[src/rtl/pipe_pkg.sv]
// Shared pipeline-stage definitions: occupancy states and the all-zero bubble word.
package pipe_pkg;

    typedef enum logic [1:0] {
        EMPTY = 2'd0,
        FULL  = 2'd1,
        SKID  = 2'd2
    } state_t;

    // One bit of the NOP encoding; replicated to whatever payload width a stage carries.
    localparam logic NOP_WORD = 1'b0;

endpackage

[src/rtl/pipe_stage_reg.sv]
// Pipeline stage register with valid/ready handshake and a one-entry skid buffer.
// Optional saturating stall counter enabled by PIPE_STAGE_STALL_CNT_EN.
module pipe_stage_reg
    import pipe_pkg::*;
#(
    parameter int unsigned DATA_W = 64,
    parameter int unsigned CNT_W  = 16
) (
    input  logic              clk,
    input  logic              rst,
    input  logic              flush,
    input  logic              in_valid,
    output logic              in_ready,
    input  logic [DATA_W-1:0] in_data,
    output logic              out_valid,
    input  logic              out_ready,
    output logic [DATA_W-1:0] out_data
`ifdef PIPE_STAGE_STALL_CNT_EN
    ,output logic [CNT_W-1:0] stall_cnt
`endif
);

    logic              main_valid;
    logic [DATA_W-1:0] main_data;
    logic              skid_valid;
    logic [DATA_W-1:0] skid_data;
    logic              push;
    logic              pop;
    state_t            cur_state;

    assign in_ready  = ~skid_valid;
    assign out_valid = main_valid;
    assign out_data  = main_data;
    assign push      = in_valid & ~skid_valid;
    assign pop       = main_valid & out_ready;

    always_comb begin
        cur_state = EMPTY;
        if (skid_valid)
            cur_state = SKID;
        else if (main_valid)
            cur_state = FULL;
    end

    // Data is zeroed whenever a register empties so out_data reads as a NOP bubble.
    always_ff @(posedge clk) begin
        if (rst || flush) begin
            main_valid <= 1'b0;
            main_data  <= {DATA_W{NOP_WORD}};
            skid_valid <= 1'b0;
            skid_data  <= {DATA_W{NOP_WORD}};
        end else begin
            unique case (cur_state)
                EMPTY: begin
                    if (push) begin
                        main_valid <= 1'b1;
                        main_data  <= in_data;
                    end
                end
                FULL: begin
                    if (pop && push) begin
                        main_data <= in_data;
                    end else if (pop) begin
                        main_valid <= 1'b0;
                        main_data  <= {DATA_W{NOP_WORD}};
                    end else if (push) begin
                        skid_valid <= 1'b1;
                        skid_data  <= in_data;
                    end
                end
                SKID: begin
                    if (pop) begin
                        main_data  <= skid_data;
                        skid_valid <= 1'b0;
                        skid_data  <= {DATA_W{NOP_WORD}};
                    end
                end
                default: ;
            endcase
        end
    end

`ifdef PIPE_STAGE_STALL_CNT_EN
    // Survives flush on purpose so stall statistics span pipeline redirects.
    always_ff @(posedge clk) begin
        if (rst)
            stall_cnt <= '0;
        else if (main_valid && !out_ready && stall_cnt != {CNT_W{1'b1}})
            stall_cnt <= stall_cnt + 1'b1;
    end
`endif

endmodule

[config.mk]
export PLATFORM = sky130hd
export DESIGN_NAME = pipe_stage_reg
export DESIGN_NICKNAME = d
export VERILOG_FILES = /design/src/rtl/pipe_pkg.sv /design/src/rtl/pipe_stage_reg.sv
export SDC_FILE = /design/constraint.sdc
export NUM_CORES = 1
export LEC_CHECK = 0
export CORE_UTILIZATION = 33
export CTS_BUF_LIST = sky130_fd_sc_hd__clkbuf_8
export CTS_CLUSTER_DIAMETER = 100
export DETAILED_ROUTE_END_ITERATION = 6
export PLACE_DENSITY = 0.59
export SYNTH_ARGS = -nofsm -noshare
export SYNTH_HDL_FRONTEND = slang
export SYNTH_SLANG_ARGS = --single-unit
[constraint.sdc]
create_clock -name clk -period 1.6 [get_ports clk]
set_input_delay 0.4 -clock clk [delete_from_list [all_inputs] [get_ports clk]]
set_output_delay 0.4 -clock clk [all_outputs]
set_load 0.005 [all_outputs]
==> key figures <==
Timing
  – Slew HR: 0.792
  – PnR worst setup slack: 0.0467 ns
  – Final hold vios: 0
  – Final Setup Violations: 0
  – Crit path time final: 1.55 ns
  – Fin crit share: 0.971
  – Final hold slack: 0.464 ns
  – Slew Viols, Final: 0
  – Fmax: 644 MHz
  – RSZ-0062 raised after global routing: yes
  – Slew @ Worst Pin: 0.311 ns
  – Fin Setup TNS: 0 ns
  – Clock Skews: 0.0109 ns

Pwr
  – VDD IR max: 663 uV
  – LEAKAGE: 3.01 nW
  – P per Cell Area: 919 mW/mm2

CTS
  – Clk sinks: 130
  – CTS Buf Count: 17
  – CTS tree: yes
  – Number of hold buffers added after cts: 0
  – Clock buffer depth: 2
  – Clock root cell: clkbuf_8
  – Clk Latency, worst-skew pair: 0.45 ns
  – H-tree depth: 4
  – Worst-path clk slew: 0.08 ns

Synth
  – Synthesis-stage register bit count: 130
  – Syn_nets: 628
  – Post-synthesis sequential area ratio: 0.450
  – Synthesized netlist cell count: 559
  – Post-synthesis cell area: 0.00579 mm2
  – Synth cell types: 26
  – Avg Cell Area, Syn: 10.4 um2
  – Synthesis Warnings: 0

Setup path
  – Critical path required time: 1.93 ns
  – Crit path kind: reg2reg
  – Critical Path End: out_data[61]
  – R2R Path Start: skid_valid
  – Cells on worst reg2reg path: 5
  – Worst R2R End: out_data[61]
  – FF-to-FF setup slack: 0.05 ns
  – Critical Path Source: skid_valid
  – Crit-path max FO: 24
  – Critical Path Sink Type: flip-flop
  – Startpoint Class: flip-flop
  – Critical path arrival: 1.89 ns

Drt
  – DRC: 0
  – Starting DRT DRC Count: 308
  – Post-DRT Antenna Nets: 0
  – Post-Route WL: 18100 um
  – Drt wl/cell: 19.8 um
  – Via density: 5.79
  – Total number of vias: 5290
  – First drt pass iteration count: 5

Placed design
  – RePlAce Congestion: 0.754
  – Pre-CTS setup slack: -0.407 ns
  – Final HPWL DP: 11700 um
  – Count of input and output buffers: 134
  – Cells after DPL: 878

Finish
  – Commonest non-fill, non-tap cell in the layout: dfxtp_1
  – Fillers: 1600
  – Non-Filler Instances: 913
  – Most frequent cells in the layout: dfxtp_1, clkdlybuf4s50_1, a21oi_1, dlygate4sd2_1
  – Layout cells sized above 1: 0.260
  – Post-route core utilization: 0.460
  – Antenna cells: 0
  – Fin nets: 744
  – Layout area overhead: 37.1%

Global routing
  – First-pass GRT wire length: 27900 um
  – Largest net degree at the start of global routing: 54
  – Total GRT Usage: 0.200
  – Total gr overflow: 0
  – Initial antenna violation count: 0
  – Vias in the first global route: 5213

Die
  – Overall die width: 134 um
  – Initial Utilization: 0.336
  – Core area: 0.0172 mm2
  – I/O pins: 135
  – Cell row count: 48
  – DIE AREA: 0.0181 mm2
  – Die height: 134 um

Flow run
  – Max-cap violations: 0

Min path
  – Hold Crit Depth: 2
  – Worst min path class: reg2reg

Run status
  – Status: completed
## synthesized netlist by cell type, drive strengths merged
library cell | n | share of area
nor2 | 1 | 0.00065
dfxtp | 130 | 0.45
nand2 | 2 | 0.0013
and3 | 11 | 0.012
mux2 | 64 | 0.12
inv | 2 | 0.0013
nor4bb | 1 | 0.0043
nand2b | 1 | 0.0011
clkbuf | 23 | 0.015
a21oi | 66 | 0.057
buf | 55 | 0.059
nand3 | 64 | 0.055
or2 | 1 | 0.0011
o221ai | 64 | 0.097
a32o | 53 | 0.092
nor3b | 2 | 0.0035
nor3 | 1 | 0.00086
or3b | 1 | 0.0015
a31o | 11 | 0.017
and2 | 4 | 0.0043
o21ai | 2 | 0.0024
## where the power goes
part           switching (W)  internal [W]
Clock                0.00130       0.00175
Sequential         0.0000375       0.00330
Combinational       0.000443      0.000461
Total                0.00178       0.00552
## critical path, stage by stage (launching register included)
cell     delay, ns
dfxtp_4       0.35
buf_6         0.15
or3b_2        0.49
buf_4         0.25
nand3_1       0.12
a21oi_1       0.08
## final cells by class
type,instances,area (um2),share of cell area
multi-input cells,349,2790,0.351
flip-flops and latches,130,2650,0.333
repair buffers,175,1780,0.225
well taps,225,282,0.0355
clock buffers,19,262,0.0329
clock inverters,13,168,0.0211
inverters,2,7.51,0.000946
## kinds of logic after synthesis
kind of cell	share of synthesized area
AOI/OAI and AO/OA	0.265
DFF	0.450
and+or+nand+nor	0.0858
buffers and inverters	0.0756
muxes	0.124
## registers in the layout, indices dropped and copies added (netlist names)
name and flops:
skid_valid 1, skid_data 64, out_data 64, out_valid 1
## metrics by stage
step / total power [W] / cell area (um2)
final: 0.00730 / 7940
after CTS: 0.00736 / 7890
after floorplan: 0.00384 / 5790
after detailed placement: 0.00433 / 7490
after global placement: 0.00432 / 7490
after global routing: 0.00758 / 7940
## how the worst min path moves through the flow
stage / slack (ns) / end / from
after floorplan: 0.44 / skid_data[20] / skid_data[20]
after global placement: 0.45 / skid_data[41] / skid_data[41]
after detailed placement: 0.46 / out_data[13] / out_data[13]
after CTS: 0.47 / out_data[23] / out_data[23]
after global routing: 0.48 / out_data[18] / out_data[18]
final: 0.46 / out_data[45] / out_data[45]
## per-layer routing
| layer | share of wire | wire length (um) | track usage |
|---|---|---|---|
| met4 | 0.0099 | 178 | 0.0599 |
| met5 | 0 | 0 | 0 |
| met1 | 0.44 | 7970 | 0.251 |
| met2 | 0.47 | 8560 | 0.332 |
| met3 | 0.074 | 1340 | 0.0574 |
## what timing repair did
action / 4_1_cts / 5_1_grt
cloned: 0 / 1
setup endpoints to repair: 66 / 31
setup buffers: 2 / 0
resized for setup: 97 / 5
No activity file was read; power rests on OpenSTA's default activity.
